## src/rtl/seg7_pkg.sv

```systemverilog
// rtl/seg7_pkg.sv - shared state type and segment codes for the 2-digit scan display
//
// Segment codes are active-high, bit order {g,f,e,d,c,b,a}.

package seg7_pkg;

    typedef enum logic [1:0] {
        BLANK_U = 2'd0,
        SHOW_U  = 2'd1,
        BLANK_T = 2'd2,
        SHOW_T  = 2'd3
    } seg7_state_t;

    localparam logic [6:0] SEG_0    = 7'h3F;
    localparam logic [6:0] SEG_1    = 7'h06;
    localparam logic [6:0] SEG_2    = 7'h5B;
    localparam logic [6:0] SEG_3    = 7'h4F;
    localparam logic [6:0] SEG_4    = 7'h66;
    localparam logic [6:0] SEG_5    = 7'h6D;
    localparam logic [6:0] SEG_6    = 7'h7D;
    localparam logic [6:0] SEG_7    = 7'h07;
    localparam logic [6:0] SEG_8    = 7'h7F;
    localparam logic [6:0] SEG_9    = 7'h6F;
    localparam logic [6:0] SEG_DASH = 7'h40;
    localparam logic [6:0] SEG_OFF  = 7'h00;

endpackage

```

## src/rtl/bcd_to_seg7.sv

```systemverilog
// rtl/bcd_to_seg7.sv - combinational BCD to 7-segment decoder, active-high
//
// Ports:
//   bcd  in  4  BCD digit; codes 10-15 decode to a dash
//   seg  out 7  segments {g,f,e,d,c,b,a}, 1 = lit

module bcd_to_seg7
    import seg7_pkg::*;
(
    input  logic [3:0] bcd,
    output logic [6:0] seg
);

    always_comb begin
        seg = SEG_DASH;
        case (bcd)
            4'd0:    seg = SEG_0;
            4'd1:    seg = SEG_1;
            4'd2:    seg = SEG_2;
            4'd3:    seg = SEG_3;
            4'd4:    seg = SEG_4;
            4'd5:    seg = SEG_5;
            4'd6:    seg = SEG_6;
            4'd7:    seg = SEG_7;
            4'd8:    seg = SEG_8;
            4'd9:    seg = SEG_9;
            default: seg = SEG_DASH;
        endcase
    end

endmodule

```

## src/rtl/seg7_scan_display.sv

```systemverilog
// rtl/seg7_scan_display.sv - 2-digit multiplexed 7-segment driver with blanking gaps
//
// Optional feature macro: SEG7_LEADING_ZERO_BLANK_EN (blank the tens digit when it is 0).
//
// Ports:
//   clk         in   1  system clock
//   reset_n     in   1  asynchronous active-low reset
//   dv          in   4  units BCD digit
//   ch          in   4  tens BCD digit
//   seg         out  7  segments {g,f,e,d,c,b,a}, polarity per SEG_ACTIVE_LOW
//   an          out  2  digit enables {tens,units}, polarity per AN_ACTIVE_LOW
//   frame_tick  out  1  one-cycle pulse on the cycle dv/ch are captured

module seg7_scan_display
    import seg7_pkg::*;
#(
    parameter int REFRESH_DIV    = 50000,
    parameter int BLANK_CYCLES   = 500,
    parameter int SEG_ACTIVE_LOW = 1,
    parameter int AN_ACTIVE_LOW  = 1
)
(
    input  logic       clk,
    input  logic       reset_n,
    input  logic [3:0] dv,
    input  logic [3:0] ch,
    output logic [6:0] seg,
    output logic [1:0] an,
    output logic       frame_tick
);

    localparam int CW = $clog2(REFRESH_DIV);
    localparam logic [CW-1:0] SHOW_LOAD  = CW'(REFRESH_DIV - 1);
    localparam logic [CW-1:0] BLANK_LOAD = CW'(BLANK_CYCLES - 1);
    localparam logic [CW-1:0] CNT_ONE    = CW'(1);
    // XOR masks turn active-high internal values into pin polarity.
    localparam logic [6:0] SEG_XOR = (SEG_ACTIVE_LOW != 0) ? 7'h7F : 7'h00;
    localparam logic [1:0] AN_XOR  = (AN_ACTIVE_LOW != 0) ? 2'b11 : 2'b00;

    seg7_state_t   state_q, state_nxt;
    logic [CW-1:0] cnt_q, cnt_nxt;
    logic [3:0]    dv_snap_q, dv_snap_nxt;
    logic [3:0]    ch_snap_q, ch_snap_nxt;
    logic          tick_nxt;
    logic [3:0]    dec_in;
    logic [6:0]    dec_seg;
    logic [6:0]    seg_act;
    logic [1:0]    an_act;

    bcd_to_seg7 u_dec (
        .bcd (dec_in),
        .seg (dec_seg)
    );

    // Counter counts down to zero; the state advances on the zero cycle and the
    // counter is reloaded for the state being entered.
    always_comb begin
        state_nxt   = state_q;
        cnt_nxt     = cnt_q - CNT_ONE;
        dv_snap_nxt = dv_snap_q;
        ch_snap_nxt = ch_snap_q;
        tick_nxt    = 1'b0;
        if (cnt_q == '0) begin
            case (state_q)
                BLANK_U: begin
                    state_nxt   = SHOW_U;
                    dv_snap_nxt = dv;
                    ch_snap_nxt = ch;
                    tick_nxt    = 1'b1;
                end
                SHOW_U:  state_nxt = BLANK_T;
                BLANK_T: state_nxt = SHOW_T;
                default: state_nxt = BLANK_U;
            endcase
            cnt_nxt = (state_nxt == SHOW_U || state_nxt == SHOW_T) ? SHOW_LOAD : BLANK_LOAD;
        end
    end

    // Outputs are computed for the next state so they register on the same edge
    // as the state; the single decoder is steered to whichever digit will be lit.
    always_comb begin
        dec_in  = (state_nxt == SHOW_T) ? ch_snap_nxt : dv_snap_nxt;
        an_act  = 2'b00;
        seg_act = SEG_OFF;
        case (state_nxt)
            SHOW_U: begin
                an_act  = 2'b01;
                seg_act = dec_seg;
            end
            SHOW_T: begin
                an_act  = 2'b10;
                seg_act = dec_seg;
`ifdef SEG7_LEADING_ZERO_BLANK_EN
                if (ch_snap_nxt == 4'd0) begin
                    seg_act = SEG_OFF;
                end
`endif
            end
            default: begin
                an_act  = 2'b00;
                seg_act = SEG_OFF;
            end
        endcase
    end

    always_ff @(posedge clk or negedge reset_n) begin
        if (!reset_n) begin
            state_q    <= BLANK_U;
            cnt_q      <= BLANK_LOAD;
            dv_snap_q  <= 4'd0;
            ch_snap_q  <= 4'd0;
            seg        <= SEG_OFF ^ SEG_XOR;
            an         <= 2'b00 ^ AN_XOR;
            frame_tick <= 1'b0;
        end else begin
            state_q    <= state_nxt;
            cnt_q      <= cnt_nxt;
            dv_snap_q  <= dv_snap_nxt;
            ch_snap_q  <= ch_snap_nxt;
            seg        <= seg_act ^ SEG_XOR;
            an         <= an_act ^ AN_XOR;
            frame_tick <= tick_nxt;
        end
    end

endmodule

```

## config.mk

```make
export PLATFORM = sky130hd
export DESIGN_NAME = seg7_scan_display
export DESIGN_NICKNAME = d
export VERILOG_FILES = /design/src/rtl/seg7_pkg.sv /design/src/rtl/bcd_to_seg7.sv /design/src/rtl/seg7_scan_display.sv
export SDC_FILE = /design/constraint.sdc
export NUM_CORES = 1
export LEC_CHECK = 0
export CORE_UTILIZATION = 50
export CTS_BUF_LIST = sky130_fd_sc_hd__clkbuf_2 sky130_fd_sc_hd__clkbuf_4 sky130_fd_sc_hd__clkbuf_8
export DETAILED_ROUTE_END_ITERATION = 10
export PLACE_DENSITY_LB_ADDON = 0.12
export SYNTH_ARGS = -nofsm -noshare
export SYNTH_HDL_FRONTEND = slang
export SYNTH_SLANG_ARGS = --single-unit
export TNS_END_PERCENT = 100
```

## constraint.sdc

```tcl
create_clock -name clk -period 2.8 [get_ports clk]
set_clock_uncertainty 0.15 [all_clocks]
set_input_delay 0.84 -clock clk [delete_from_list [all_inputs] [get_ports clk]]
set_output_delay 0.84 -clock clk [all_outputs]
set_load 0.01 [all_outputs]
```

==> impl_metrics.tcl, run 1 <==
set metrics [dict create \
    globalplace.congestion 0.826 \
    detail-route-antenna-nets 0 \
    cp_max_fo 7 \
    power_density_mw_per_mm2 441 \
    status "complete, no violations" \
    cts-root-buf "clkbuf_8" \
    synth-seq-area-share_pct 45.1 \
    synth_common_cells "dfrtp_1, nand2_1, dfstp_2, nor2_1, a21oi_1" \
    dieArea_sq_mm 0.00434 \
    rows 22 \
    clk_pin_slew_ns 0.07 \
    worst_slew_pin_slew_ns 0.473 \
    max-cap-violations 0 \
    max_stage_delay_ns 0.40 \
    first_global_vias 1522 \
    clk_latency_ns 0.29 \
    setup_viol 0 \
    post-synth-top-count-cell "dfrtp_1" \
    ir_drop_v 0.000339 \
    synth_area_per_cell_sq_um 10.8 \
    cpMaxStageDelayCell "dfstp_2" \
    hold_viol 0 \
    arrival_ns 2.65 \
    io_pins 20 \
    grtUsageTotal_pct 22.4 \
    synthArstFlopShare_pct 100 \
    netlist.area_leader.share_pct 24.5 \
    clock_sinks 36 \
    synthTopCellsByArea "dfrtp_1, dfstp_2, ha_1" \
    fin_crit_sh_pct 93.2 \
    cts_tree "done" \
    leakage_nw 1.06 \
    grt-ovfl-total 0 \
    crit_family "simple AND/OR/NAND/NOR gates" \
    grt_pass1_wl_mm 7.07 \
    final_area_sq_mm 0.00250 \
    synth_edf_count 0 \
    antenna_cells 0 \
    path_buf_inv 2 \
    hp-class "reg -> reg" \
    synth_ff_type "dfrtp_1" \
    ys_ff_latch 36 \
    yosysTopAreaCell "dfrtp_1" \
    areaGrowthSynthToFinish_pct 22.4 \
    fillers 290 \
    drt-pass1-iter-count 4 \
    synth_cell_types 42 \
    drt_iter0_markers 97 \
    coreArea_sq_mm 0.00380 \
    clk_path_buf_depth 2 \
    die_x_um 65.9 \
    cts_hold_buf 0 \
    dieHeight_um 65.9 \
    cts_max_level 2 \
    synthCells 189 \
    syn_area_sq_mm 0.00204 \
    drc 0 \
    vias 1538 \
    relSlewSlack_pct 68.3 \
    grt_max_degree 37 \
    wirelength_mm 4.28 \
    grt_setup_unrepaired "false" \
    period_minus_slack_ns 2.61 \
    placed_area_sq_mm 0.00236 \
    cp.required_ns 2.84 \
    clock.fmax_ghz 0.383 \
    cp_cell_sequence "inv_1 > ha_1 > nor4b_4 > and4_4 > mux2_4 > nor3_4 > buf_4 > nor3b_1 > o31ai_1" \
    hold-worst-slack_ns 0.337 \
    multi_input_area_sq_mm 0.00108 \
    crit_type "reg -> reg" \
    post_drt_wl_per_cell_um 15.6 \
    cp-end-kind "flip-flop" \
    slew_viol_final 0 \
    dp_hpwl_mm 3.03 \
    drive_gt1_share_pct 28.6 \
    start_util_pct 53.8 \
    start_kind "flip-flop" \
    seqCellArea_sq_um 921 \
    viasPerCell 5.59 \
    yosysWarnings 0 \
    numPortBuffers 19 \
    nets 245 \
    syn-num-nets 208 \
    cts_buffers 5 \
    antenna_found_initial 0 \
]
==> state kept, by name, indices dropped and copies added (netlist names) <==
register / count
frame_tick: 1
seg: 7
cnt_q: 16
an: 2
ch_snap_q: 4
state_q: 2
dv_snap_q: 4
==> power by group <==
group	leakage (nW)	switching [mW]	internal, mW
Clock	0.0586	0.185	0.274
Sequential	0.397	0.00719	0.541
Combinational	0.609	0.0449	0.0502
==> metrics by stage <==
| step | total power [mW] | TNS [ns] | cells | setup slack [ns] | util [%] |
|---|---|---|---|---|---|
| finish | 1.10 | 0 | 275 | 0.191 | 65.8 |
| global route | 1.15 | 0 | 275 | 0.0168 | 65.8 |
| CTS | 1.11 | 0 | 273 | 0.0593 | 65.1 |
| detailed placement | 0.653 | -0.0591 | 265 | -0.0553 | 62.1 |
| global placement | 0.648 | 0 | 265 | 0.0349 | 62.1 |
| floorplan | 0.600 | 0 | 189 | 0.174 | - |
==> final cells by class <==
type	count	area share [%]
Multi-Input combinational cell	143	43.3
Sequential cell	36	36.9
Timing Repair Buffer	34	12.1
Clock buffer	6	3.05
Tap cell	48	2.40
Clock inverter	2	1.40
Inverter	6	0.901
==> worst paths after layout <==
check / end / slack [ns] / cells after the start / startpoint
worst min register to register: cnt_q[0] / 0.34 / 1 / cnt_q[0]
worst min-delay path: cnt_q[0] / 0.34 / 1 / cnt_q[0]
worst max-delay path: seg[5] / 0.19 / 9 / cnt_q[0]
worst max register to register: seg[5] / 0.19 / 9 / cnt_q[0]
max in group asynchronous: seg[5] / 1.34 / 2 / reset_n
min in group asynchronous: cnt_q[10] / 0.80 / 2 / reset_n
==> cells by family after synthesis <==
logic type / count (synthesis) / share of synthesized area, %
simple gates: 74 / 23.3
compound gates: 32 / 9.74
flops: 36 / 45.1
buf+inv: 11 / 3.00
mux: 15 / 8.15
xor+xnor: 12 / 5.15
fa+ha+maj: 9 / 5.51
==> what timing repair did <==
action / in CTS / in global routing
resized for setup: 1 / 2
hold endpoints to repair: 0 / 0
cloned: 0 / 1
buffers inserted: 0 / 1
pin swaps: 0 / 1
endpoints found under the setup margin: 2 / 5
==> cells in the final DEF (no fill, tap or decap), types with 3 or more instances in the layout <==
cell type,count
or3_1,3
mux2i_1,5
nor2_1,15
nor4_4,3
mux2_2,9
nor3_2,3
inv_1,6
xnor2_1,6
nor3_1,10
nand2_1,17
a211oi_1,3
xor2_1,6
clkdlybuf4s50_1,19
and3_1,5
buf_4,15
clkbuf_8,5
nor3b_1,4
o21ai_0,3
o31ai_1,5
a21oi_1,12
dfrtp_1,20
ha_1,9
dfstp_2,16
==> layer usage <==
metal  track usage, %  wire [um]
met5                0          0
met3             6.72        126
met4             8.15         53
met1             26.2       1900
met2             38.3       2200
No activity file was read; power rests on OpenSTA's default activity.
==> run 2, diff against run 1 <==
--- a/config.mk
+++ b/config.mk
@@ -5,6 +5,7 @@
 export SDC_FILE = /design/constraint.sdc
 export NUM_CORES = 1
 export LEC_CHECK = 0
+export CORE_MARGIN = 3
 export CORE_UTILIZATION = 50
 export CTS_BUF_LIST = sky130_fd_sc_hd__clkbuf_2 sky130_fd_sc_hd__clkbuf_4 sky130_fd_sc_hd__clkbuf_8
 export DETAILED_ROUTE_END_ITERATION = 10
==> run 2 against run 1 <==
Effect of this change:
- sequential power barely moved
- critical path depth rose by 1
- flip-flop and latch count did not move
- wire length fell by 7.1%
- worst setup slack got worse by 0.049 ns
- final cell count fell by 0.36%
- hold slack got worse by 0.0044 ns
- register-to-register slack got worse by 0.05 ns
- die area rose by 13%
- fmax fell by 1.8%
- largest cell class unchanged
- largest power group unchanged
==> impl_metrics.tcl, run 2 (synthesis results as in run 1) <==
set metrics [dict create \
    status "complete, no violations" \
    globalplace.congestion 0.822 \
    instances_no_fill 274 \
    rows 22 \
    relSlewSlack_pct 69.5 \
    max-cap-violations 0 \
    antenna_cells 0 \
    hold_depth 1 \
    grt_pass1_wl_mm 7.09 \
    top_regs "cnt_q x16, seg x7" \
    setup_viol 0 \
    vias 1490 \
    r2r-end "seg[3]" \
    total_power_mw 1.02 \
    coreArea_sq_mm 0.00380 \
    dieArea_sq_mm 0.00489 \
    wirelength_mm 3.98 \
    leakage_nw 1.05 \
    clk_latency_ns 0.28 \
    grtUsageTotal_pct 18.0 \
    dp_hpwl_mm 3.02 \
    clk_path_buf_depth 2 \
    numPortBuffers 19 \
    areaGrowthSynthToFinish_pct 20.5 \
    cp.required_ns 2.84 \
    finalCoreUtilization_pct 64.8 \
    wl_met3_um 111 \
    nets 244 \
    ir_drop_v 0.000214 \
    grt-ovfl-total 0 \
    io_pins 20 \
    rr_worst_depth 10 \
    start_kind "flip-flop" \
    first_global_vias 1594 \
    highest_layer "met4" \
    drt-pass1-iter-count 4 \
    start_util_pct 53.8 \
    detail-route-antenna-nets 0 \
    grt_setup_unrepaired "false" \
    grt_max_degree 37 \
    viasPerCell 5.44 \
    reg2reg_setup_slack_ns 0.14 \
    clk_pin_slew_ns 0.07 \
    antenna_found_initial 0 \
    die_x_um 69.9 \
    r2r_start "cnt_q[0]" \
    dp_cells 266 \
    cts_buffers 5 \
    post_drt_wl_per_cell_um 14.5 \
    hp-class "reg -> reg" \
    cp_max_fo 8 \
    worst_slew_pin_slew_ns 0.457 \
    cts-root-buf "clkbuf_8" \
    drive_gt1_share_pct 28.3 \
    m1WireLength_mm 1.70 \
    final_cell_mix "dfrtp_1, clkdlybuf4s50_1, nand2_1" \
    hold_start "cnt_q[0]" \
    power_density_mw_per_mm2 415 \
    cp-end-kind "flip-flop" \
    clock_sinks 36 \
    post-cts-setup-buffer-count 0 \
    clock.fmax_ghz 0.376 \
    hold_viol 0 \
    dieHeight_um 69.9 \
    drc 0 \
    arrival_ns 2.70 \
    crit_start "cnt_q[0]" \
    crit_type "reg -> reg" \
    largest_register_ffs 16 \
    slew_viol_final 0 \
    drt_iter0_markers 75 \
    layout_commonest_cell "dfrtp_1" \
    cts_max_level 2 \
    regMostFlops "cnt_q" \
    cts_hold_buf 0 \
    route.met2.wl_mm 2.13 \
    fin_crit_sh_pct 94.9 \
    min_to "cnt_q[0]" \
    cts_tree "done" \
    period_minus_slack_ns 2.66 \
]
==> run 2: final cells by class <==
class	instances	area [sq um]
flip-flops and latches	36	921
clock inverters	2	10.0
fillers	306	1340
multi-input cells	142	1060
inverters	6	22.5
repair buffers	34	303
well taps	48	60.1
clock buffers	6	82.6
==> run 2: layer usage <==
layer	GRT usage [%]	vias up
met5	0	-
met4	6.38	0
met3	4.75	4
met2	31.9	19
met1	20.7	718
li1	-	749
==> run 2: critical path, stage by stage, from the launching register on <==
cell     delay [ns]
dfstp_2        0.58
inv_1          0.07
ha_1           0.22
nor4b_2        0.17
and4_4         0.23
mux2i_1        0.14
nor3_2         0.24
inv_1          0.11
ha_1           0.29
nor3b_1        0.15
o31ai_1        0.22
==> run 2: how the worst max path moves through the flow <==
stage	end	cells after the start
after floorplan	seg[3]	11
after CTS	seg[3]	8
final	seg[3]	10
after detailed placement	seg[3]	9
after global routing	seg[3]	11
after global placement	seg[3]	9
==> run 2: what timing repair did <==
| item | in CTS | in global routing |
|---|---|---|
| setup endpoints to repair | 0 | 6 |
| hold endpoints to repair | 0 | 0 |
| resized for setup | 0 | 2 |
==> run 2: report_power, final <==
part	total (mW)	switching [mW]	internal [mW]
Sequential	0.548	0.00679	0.541
Clock	0.379	0.183	0.196
Combinational	0.0952	0.0439	0.0513
Total	1.02	0.234	0.789
==> run 2: stage by stage <==
stage / hold WS [ns] / cell area [sq um] / TNS [ns] / setup slack (ns)
floorplan: 0.300 / 2040 / 0 / 0.174
global placement: 0.309 / 2370 / 0 / 0.0433
detailed placement: 0.316 / 2370 / -0.0269 / -0.0269
CTS: 0.335 / 2460 / 0 / 0.0577
global route: 0.345 / 2460 / 0 / 0.00670
finish: 0.332 / 2460 / 0 / 0.142
